--- src/rtl/phase_sequencer.sv ---
// Phase sequencer: walks N_PHASES one-hot phases of i_DIV+1 clocks each, in continuous or single-shot mode.
// All outputs are registered (one clock after the deciding edge); i_STALL freezes count/phase in place, no other backpressure.
module phase_sequencer #(
  parameter int N_PHASES = 3,
  parameter int CNT_W    = 4
) (
  input  logic                i_CLOCK,
  input  logic                i_RESET_N,
  input  logic                i_START,
  input  logic                i_STOP,
  input  logic                i_MODE,
  input  logic                i_STALL,
  input  logic [CNT_W-1:0]    i_DIV,
  output logic [N_PHASES-1:0] o_PHASE,
  output logic [2:0]          o_PHASE_IDX,
  output logic                o_STROBE,
  output logic                o_DONE,
  output logic                o_BUSY
);

  typedef enum logic [1:0] {IDLE, RUN, STALL} state_t;

  state_t              state_q, state_d;
  logic [CNT_W-1:0]    count_q, count_d;
  logic [CNT_W-1:0]    div_q, div_d;
  logic [2:0]          phase_q, phase_d;
  logic                stop_q, stop_d;
  logic [N_PHASES-1:0] phase_oh_d;
  logic [2:0]          idx_d;
  logic                strobe_d, done_d, busy_d;

  logic start_ok, boundary, last, wrap, finish;

  assign start_ok = i_START & ~i_STOP;
  assign boundary = (count_q == div_q);
  assign last     = (phase_q == 3'(N_PHASES - 1));
  assign wrap     = (state_q != IDLE) & ~i_STALL & boundary & last;
  // A stop seen on the wrap clock itself still ends this sequence.
  assign finish   = wrap & (i_MODE | stop_q | i_STOP);

  always_ff @(posedge i_CLOCK or negedge i_RESET_N) begin
    if (!i_RESET_N) begin
      state_q     <= IDLE;
      count_q     <= '0;
      div_q       <= '0;
      phase_q     <= '0;
      stop_q      <= 1'b0;
      o_PHASE     <= '0;
      o_PHASE_IDX <= '0;
      o_STROBE    <= 1'b0;
      o_DONE      <= 1'b0;
      o_BUSY      <= 1'b0;
    end else begin
      state_q     <= state_d;
      count_q     <= count_d;
      div_q       <= div_d;
      phase_q     <= phase_d;
      stop_q      <= stop_d;
      o_PHASE     <= phase_oh_d;
      o_PHASE_IDX <= idx_d;
      o_STROBE    <= strobe_d;
      o_DONE      <= done_d;
      o_BUSY      <= busy_d;
    end
  end

  always_comb begin
    state_d = state_q;
    case (state_q)
      IDLE:       if (start_ok) state_d = RUN;
      RUN, STALL: begin
        if (i_STALL)     state_d = STALL;
        else if (finish) state_d = IDLE;
        else             state_d = RUN;
      end
      default:    state_d = IDLE;
    endcase
  end

  always_comb begin
    count_d  = count_q;
    phase_d  = phase_q;
    div_d    = div_q;
    stop_d   = stop_q;
    strobe_d = 1'b0;
    done_d   = 1'b0;
    if (state_q == IDLE) begin
      if (start_ok) begin
        count_d  = '0;
        phase_d  = '0;
        div_d    = i_DIV;
        stop_d   = 1'b0;
        strobe_d = 1'b1;
      end
    end else begin
      stop_d = stop_q | i_STOP;
      if (!i_STALL) begin
        if (!boundary) begin
          count_d = count_q + 1'b1;
        end else begin
          count_d = '0;
          if (!last) begin
            phase_d  = phase_q + 3'd1;
            strobe_d = 1'b1;
          end else begin
            phase_d = '0;
            done_d  = 1'b1;
            stop_d  = 1'b0;
            // Divider is only picked up at the start of a new sequence.
            if (!finish) begin
              div_d    = i_DIV;
              strobe_d = 1'b1;
            end
          end
        end
      end
    end

    busy_d = (state_d != IDLE);
    idx_d  = busy_d ? phase_d : 3'd0;
    for (int i = 0; i < N_PHASES; i++) begin
      phase_oh_d[i] = busy_d && (phase_d == 3'(i));
    end
  end

endmodule

--- config.mk ---
export PLATFORM = sky130hd
export DESIGN_NAME = phase_sequencer
export DESIGN_NICKNAME = d
export VERILOG_FILES = /design/src/rtl/phase_sequencer.sv
export SDC_FILE = /design/constraint.sdc
export NUM_CORES = 1
export LEC_CHECK = 0
export ABC_AREA = 1
export CAP_MARGIN = 40
export CORE_ASPECT_RATIO = 1.75
export CORE_MARGIN = 1
export CORE_UTILIZATION = 35
export CTS_CLUSTER_DIAMETER = 50
export DETAILED_ROUTE_END_ITERATION = 12
export DONT_BUFFER_PORTS = 1
export PLACE_DENSITY = 0.5
export SLEW_MARGIN = 0
export SYNTH_ARGS = -nofsm -noshare
export SYNTH_HDL_FRONTEND = slang
export SYNTH_SLANG_ARGS = --single-unit
--- constraint.sdc ---
create_clock -name i_CLOCK -period 1.7 [get_ports i_CLOCK]
set_clock_uncertainty 0.15 [all_clocks]
set_input_delay 0.085 -clock i_CLOCK [delete_from_list [all_inputs] [get_ports i_CLOCK]]
set_output_delay 0.085 -clock i_CLOCK [all_outputs]
set_load 0.02 [all_outputs]
After elaboration in Yosys (flattened, before gate mapping). Cells that the tools add are included.

Add/sub/neg operators: 2. Eq/ne operators: 9. Mux-type cells: 35. Bitwise gates (word level): 10. Reductions and logical operators: 12.

Operators with widths (number): 4-bit two-way mux (10); 3-bit two-way mux (6); 1-bit two-way mux (16); 2-bit nonzero test (4); 3-bit by 2-bit == test with 1-bit output (second input constant) (2); 1-bit AND (5); 5-bit AND reduction (1); 4-bit by 1-bit adder with 4-bit output (second input constant) (1); 4-bit == test (1); 2-bit two-way mux (2); 2-bit by 1-bit inequality test with 1-bit output (second input constant) (2); 2-bit one-hot mux with 2 select lines (1); 3-bit by 1-bit adder with 3-bit output (second input constant) (1); 3-bit by 1-bit == test with 1-bit output (second input constant) (1); 1-bit logical AND (3); 3-bit logical NOT (1); 1-bit bitwise OR (3); 2-bit by 1-bit == test with 1-bit output (second input constant) (1); 2-bit == test (second input constant) (1); 2-bit logical NOT (1); 2-bit inequality test (second input constant) (1); 1-bit NOT (2); 2-bit AND reduction (1); 2-bit OR reduction (1).

Flip-flop bits (word level): 23. Input port bits: 10. Output and inout port bits: 9. Word-level logic and storage cells: 78.

Logic depth before layout (Yosys ltp).
Depth in word-level cells: 10. Gate-level depth with buffers: 12. Mapped depth without buffers: 12.

Worst setup path after synthesis. OpenSTA, ideal clock, no wires.

Path kind: reg-to-reg. Start: register state_q[0]. End: register o_PHASE[0]. Library setup time: 0.128 ns. Data arrival time: 1.408 ns. Required time: 1.422 ns. Path slack: 0.013 ns. Stages on the path, launching flop included: 11. Path buffers: 0. Clock period less this slack: 1.687 ns. Path through: dfrtp_1 -> inv_1 -> ha_1 -> nor2_2 -> inv_1 -> nor2_8 -> nand3_2 -> nand2_1 -> nand2_1 -> nand2_4 -> a21oi_1.

Cells in the longest elaborated chain, start to end: 10. Elaborated cells on any way between the ends: 17. Classes of those cells: eq/ne (2); mux (5); bitwise (4); reduce/logical (6).

RTL lines: from (decl) (RTL line 23) `state_t state_q, state_d;`; from (signal assigned) (RTL line 54) `state_q <= state_d;`; 2-bit nonzero test (RTL line 37) `assign wrap = (state_q != IDLE) & ~i_STALL & boundary & last;`; 1-bit AND (3 in a row) (RTL line 37); 1-bit AND (RTL line 39) `assign finish = wrap & (i_MODE | stop_q | i_STOP);`; 1-bit two-way mux (RTL line 73) `else if (finish) state_d = IDLE;`; 2-bit two-way mux (RTL line 72) `if (i_STALL) state_d = STALL;`; 2-bit one-hot mux with 2 select lines (RTL line 69) `case (state_q)`; 2-bit nonzero test (RTL line 119) `busy_d = (state_d != IDLE);`; 1-bit logical AND * (RTL line 122) `phase_oh_d[i] = busy_d && (phase_d == 3'(i));`; named net phase_oh_d[0] (RTL line 28) `logic [N_PHASES-1:0] phase_oh_d;`; to (signal assigned) (RTL line 59) `o_PHASE <= phase_oh_d;`; to (decl) (RTL line 14) `output logic [N_PHASES-1:0] o_PHASE,`.

The timed path passes the listed nets; every way through them passes the cells marked *. A chain may end at the register's enable or synchronous reset.

Worst setup path after layout.
Start: register count_q[2]. End: register o_PHASE_IDX[1].

Cells in the longest elaborated chain, start to end: 9. Elaborated cells on any way between the ends: 12. Classes of those cells: eq/ne (1); mux (7); bitwise (3); reduce/logical (1).

RTL lines: from (decl) (RTL line 24) `logic [CNT_W-1:0] count_q, count_d;`; from (signal assigned) (RTL line 55) `count_q <= count_d;`; 4-bit == test * (RTL line 35) `assign boundary = (count_q == div_q);`; 1-bit AND (2 in a row) (RTL line 37); 1-bit AND (RTL line 39); 1-bit two-way mux (RTL line 73); 2-bit two-way mux (RTL line 72); 2-bit one-hot mux with 2 select lines (RTL line 69); 2-bit nonzero test (RTL line 119); 3-bit two-way mux * (RTL line 120) `idx_d = busy_d ? phase_d : 3'd0;`; named net idx_d[1] (RTL line 29) `logic [2:0] idx_d;`; to (signal assigned) (RTL line 60) `o_PHASE_IDX <= idx_d;`; to (decl) (RTL line 15) `output logic [2:0] o_PHASE_IDX,`.

Marks and branches as above.

==> impl_metrics.ini <==
[cells_and_area]
instances_no_fill = 232
final_nets = 201
synthToLayoutAreaGrowth_pct = 32.4
drive_gt1_share_pct = 37.4
utilization_pct = 49.0
antenna_cells = 0
final_area_um2 = 1680

[die]
design.die.area_um2 = 3880
coreArea_um2 = 3430
initial_core_util_pct = 37.0
ios = 19
fp-row-count = 28
die_y_um = 81.7
die_w_um = 47.5

[setup_path]
path_cells = nand2_1 -> nand2_2 -> nor2_4 -> nand2_4 -> nor2_8 -> nand3_4 -> nand2_2 -> nand2_2 -> nand2_4 -> a21oi_1
endpoint_kind = flop
crit_slowest_cell = dfrtp_1
path_max_fanout = 8
worstPathRequired_ns = 1.71
cp_slowest_stage_delay_ns = 0.41
crit_top_cell = nand2_2
cp.arrival_ns = 1.72
cp-start-kind = flop
worst-setup-path-type = flop to flop

[power_and_ir_drop]
cellPowerDensity_nw_per_um2 = 1550
p_sw_mw = 1.16
peakVddDrop_mv = 1.23
sw_frac_of_total_pct = 44.5
power.total_mw = 2.61
p_leak_nw = 0.887
p_clk_share_pct = 13.4
pwr-share-comb_pct = 52.2
p_seq_share_pct = 34.4
p_int_mw = 1.45

[timing]
fin_ws_ns = -0.0186
worst_pin_slew_ns = 0.450
fmax_mhz = 582
drv_slew = 0
setup_viol = 5
period_share_pct = 101
min_period_ns = 1.72
final-hold-violation-count = 0
fin_setup_tns_ns = -0.0495
slew_headroom_pct = 69.8
rsz0062_at_grt = true

[routing]
vias = 1097
ant_nets = 0
drt-wirelength-per-cell_um = 12.8
drc = 0
drtIter0Drc = 17
drtPass1Iterations = 4
wl_mm = 2.98
via_per_inst = 4.73

[yosys]
ys_top_cells_by_area = dfrtp_1 (45%), nand2_1 (12%), inv_1 (7.4%)
yosys.area.top_type = dfrtp_1
synth_nets = 170
ys_types = 24
yosysTopAreaCellShare_pct = 45.3
seq_area_frac_synth_pct = 45.3
synth_area_per_cell_um2 = 8.09
synth.cell_area_um2 = 1270
ys.flop_type = dfrtp_1
async_flop_share_pct = 100
ys_warn_count = 0
synthCells = 157
synth-edff-count = 0
synth-seq-cells = 23

[outcome]
status = complete, but fails checks
failed_checks = setup timing

[grt]
gr-total-overflow = 0
grt_max_degree = 24
grtUsageTotal_pct = 17.9
grt_pass1_wl_mm = 4.97
grt_pass1_vias = 1182
antenna_found_initial = 0

[placed_design]
gp_congestion = 0.782
placed_area_um2 = 1430
io_buffers = 0
dpl.cell_count = 216
dp_hpwl_mm = 2.23

[flow_run]
cap_violations = 0

[cts]
root_buffer = clkbuf_8
clk_pin_slew_worst_paths_ns = 0.09
numCtsBuffers = 3
cts_buffer_depth = 2
clock_sinks = 23
clock_latency_ns = 0.27
h-tree-depth = 1
tritoncts = yes

[hold_path]
worstHoldPathType = input port to flop
## path summary, 6_finish.rpt
check | cells after the start | slack [ns] | endpoint | startpoint
setup reg to reg | 10 | -0.02 | o_PHASE_IDX[1] | count_q[2]
hold / removal | 5 | 0.003 | o_PHASE[1] | i_STALL
hold reg to reg | 1 | 0.37 | stop_q | stop_q
max in group asynchronous | 2 | 0.94 | o_PHASE[2] | i_RESET_N
setup / recovery | 10 | -0.02 | o_PHASE_IDX[1] | count_q[2]
min in group asynchronous | 1 | 0.03 | count_q[3] | i_RESET_N
## power groups by stage
stage                     clock, mW  combinational (mW)  sequential [mW]
after floorplan                   0               0.790            0.905
after global placement            0                1.14            0.911
after detailed placement          0                1.17            0.911
after CTS                     0.361                1.27            0.900
after global routing          0.384                1.51            0.923
final                         0.351                1.36            0.899
## cell usage in the layout (no fill, tap or decap), types with 5 or more instances in the layout
cell type      instances
nand2_1               33
inv_1                 23
dfrtp_1               23
buf_4                 19
nand2_2               15
a21oi_1                8
nor2_2                 7
inv_2                  7
dlygate4sd3_1          6
o21ai_0                5
nor2_1                 5
## cell usage after synthesis (2+ instances only)
library cell	n
ha_1	3
nand3_1	3
a21oi_1	9
nor2_4	2
nand2_4	3
dfrtp_1	23
a21oi_2	2
nand3_2	2
inv_2	5
inv_1	25
nor2_1	10
nand4_1	4
nand2_1	42
o21ai_0	5
nor2_2	4
nand2_2	7
## metal layers
layer	part of all wire, %	global-route usage (%)	up-vias
li1	-	-	543
met1	34	16.6	514
met2	59	34.8	28
met3	3.4	2.86	12
met4	3.6	8.06	0
met5	0	0	-
## flip-flops by register name, summed over array words and instances, names as in the netlist
register	cells
count_q	4
o_STROBE	1
phase_q	3
o_PHASE	3
stop_q	1
o_DONE	1
o_BUSY	1
state_q	2
div_q	4
o_PHASE_IDX	3
## metrics by stage
step | hold slack, ns | setup WS [ns]
after global routing | 0.0161 | -0.127
after detailed placement | -0.360 | -0.141
after floorplan | -0.361 | 0.0133
after global placement | -0.360 | -0.0961
after CTS | 0.0155 | -0.000107
final | 0.00268 | -0.0186
## cells by family after synthesis
kind of cell               Yosys count  synth area share, %
DFF                                 23                 45.3
buffers and inverters               30                 8.87
adders and majority gates            3                 2.96
AOI/OAI and AO/OA                   19                 8.67
and+or+nand+nor                     80                 32.8
xor gates and xnor gates             2                 1.38
## timing repair
action / in CTS / in global routing
endpoints found under the hold margin: 29 / 0
hold buffers: 6 / 0
gates resized for setup: 8 / 16
buffers inserted: 4 / 1
pin swaps: 3 / 12
endpoints found under the setup margin: 14 / 13
## worst max-delay path, delay by kind of cell (launching register included)
family	cells	cell delay [ns]
AND/OR/NAND/NOR	9	0.96
flip-flops	1	0.41
AO/OA/AOI/OAI	1	0.08
## area by class of cell
type	instances	area [um^2]
clock inverters	1	5.00
well taps	45	56.3
repair buffers	26	230
inverters	30	113
flip-flops and latches	23	576
clock buffers	3	41.3
multi-input cells	104	661
fillers	359	1750
(Power assumes the default switching activity.)
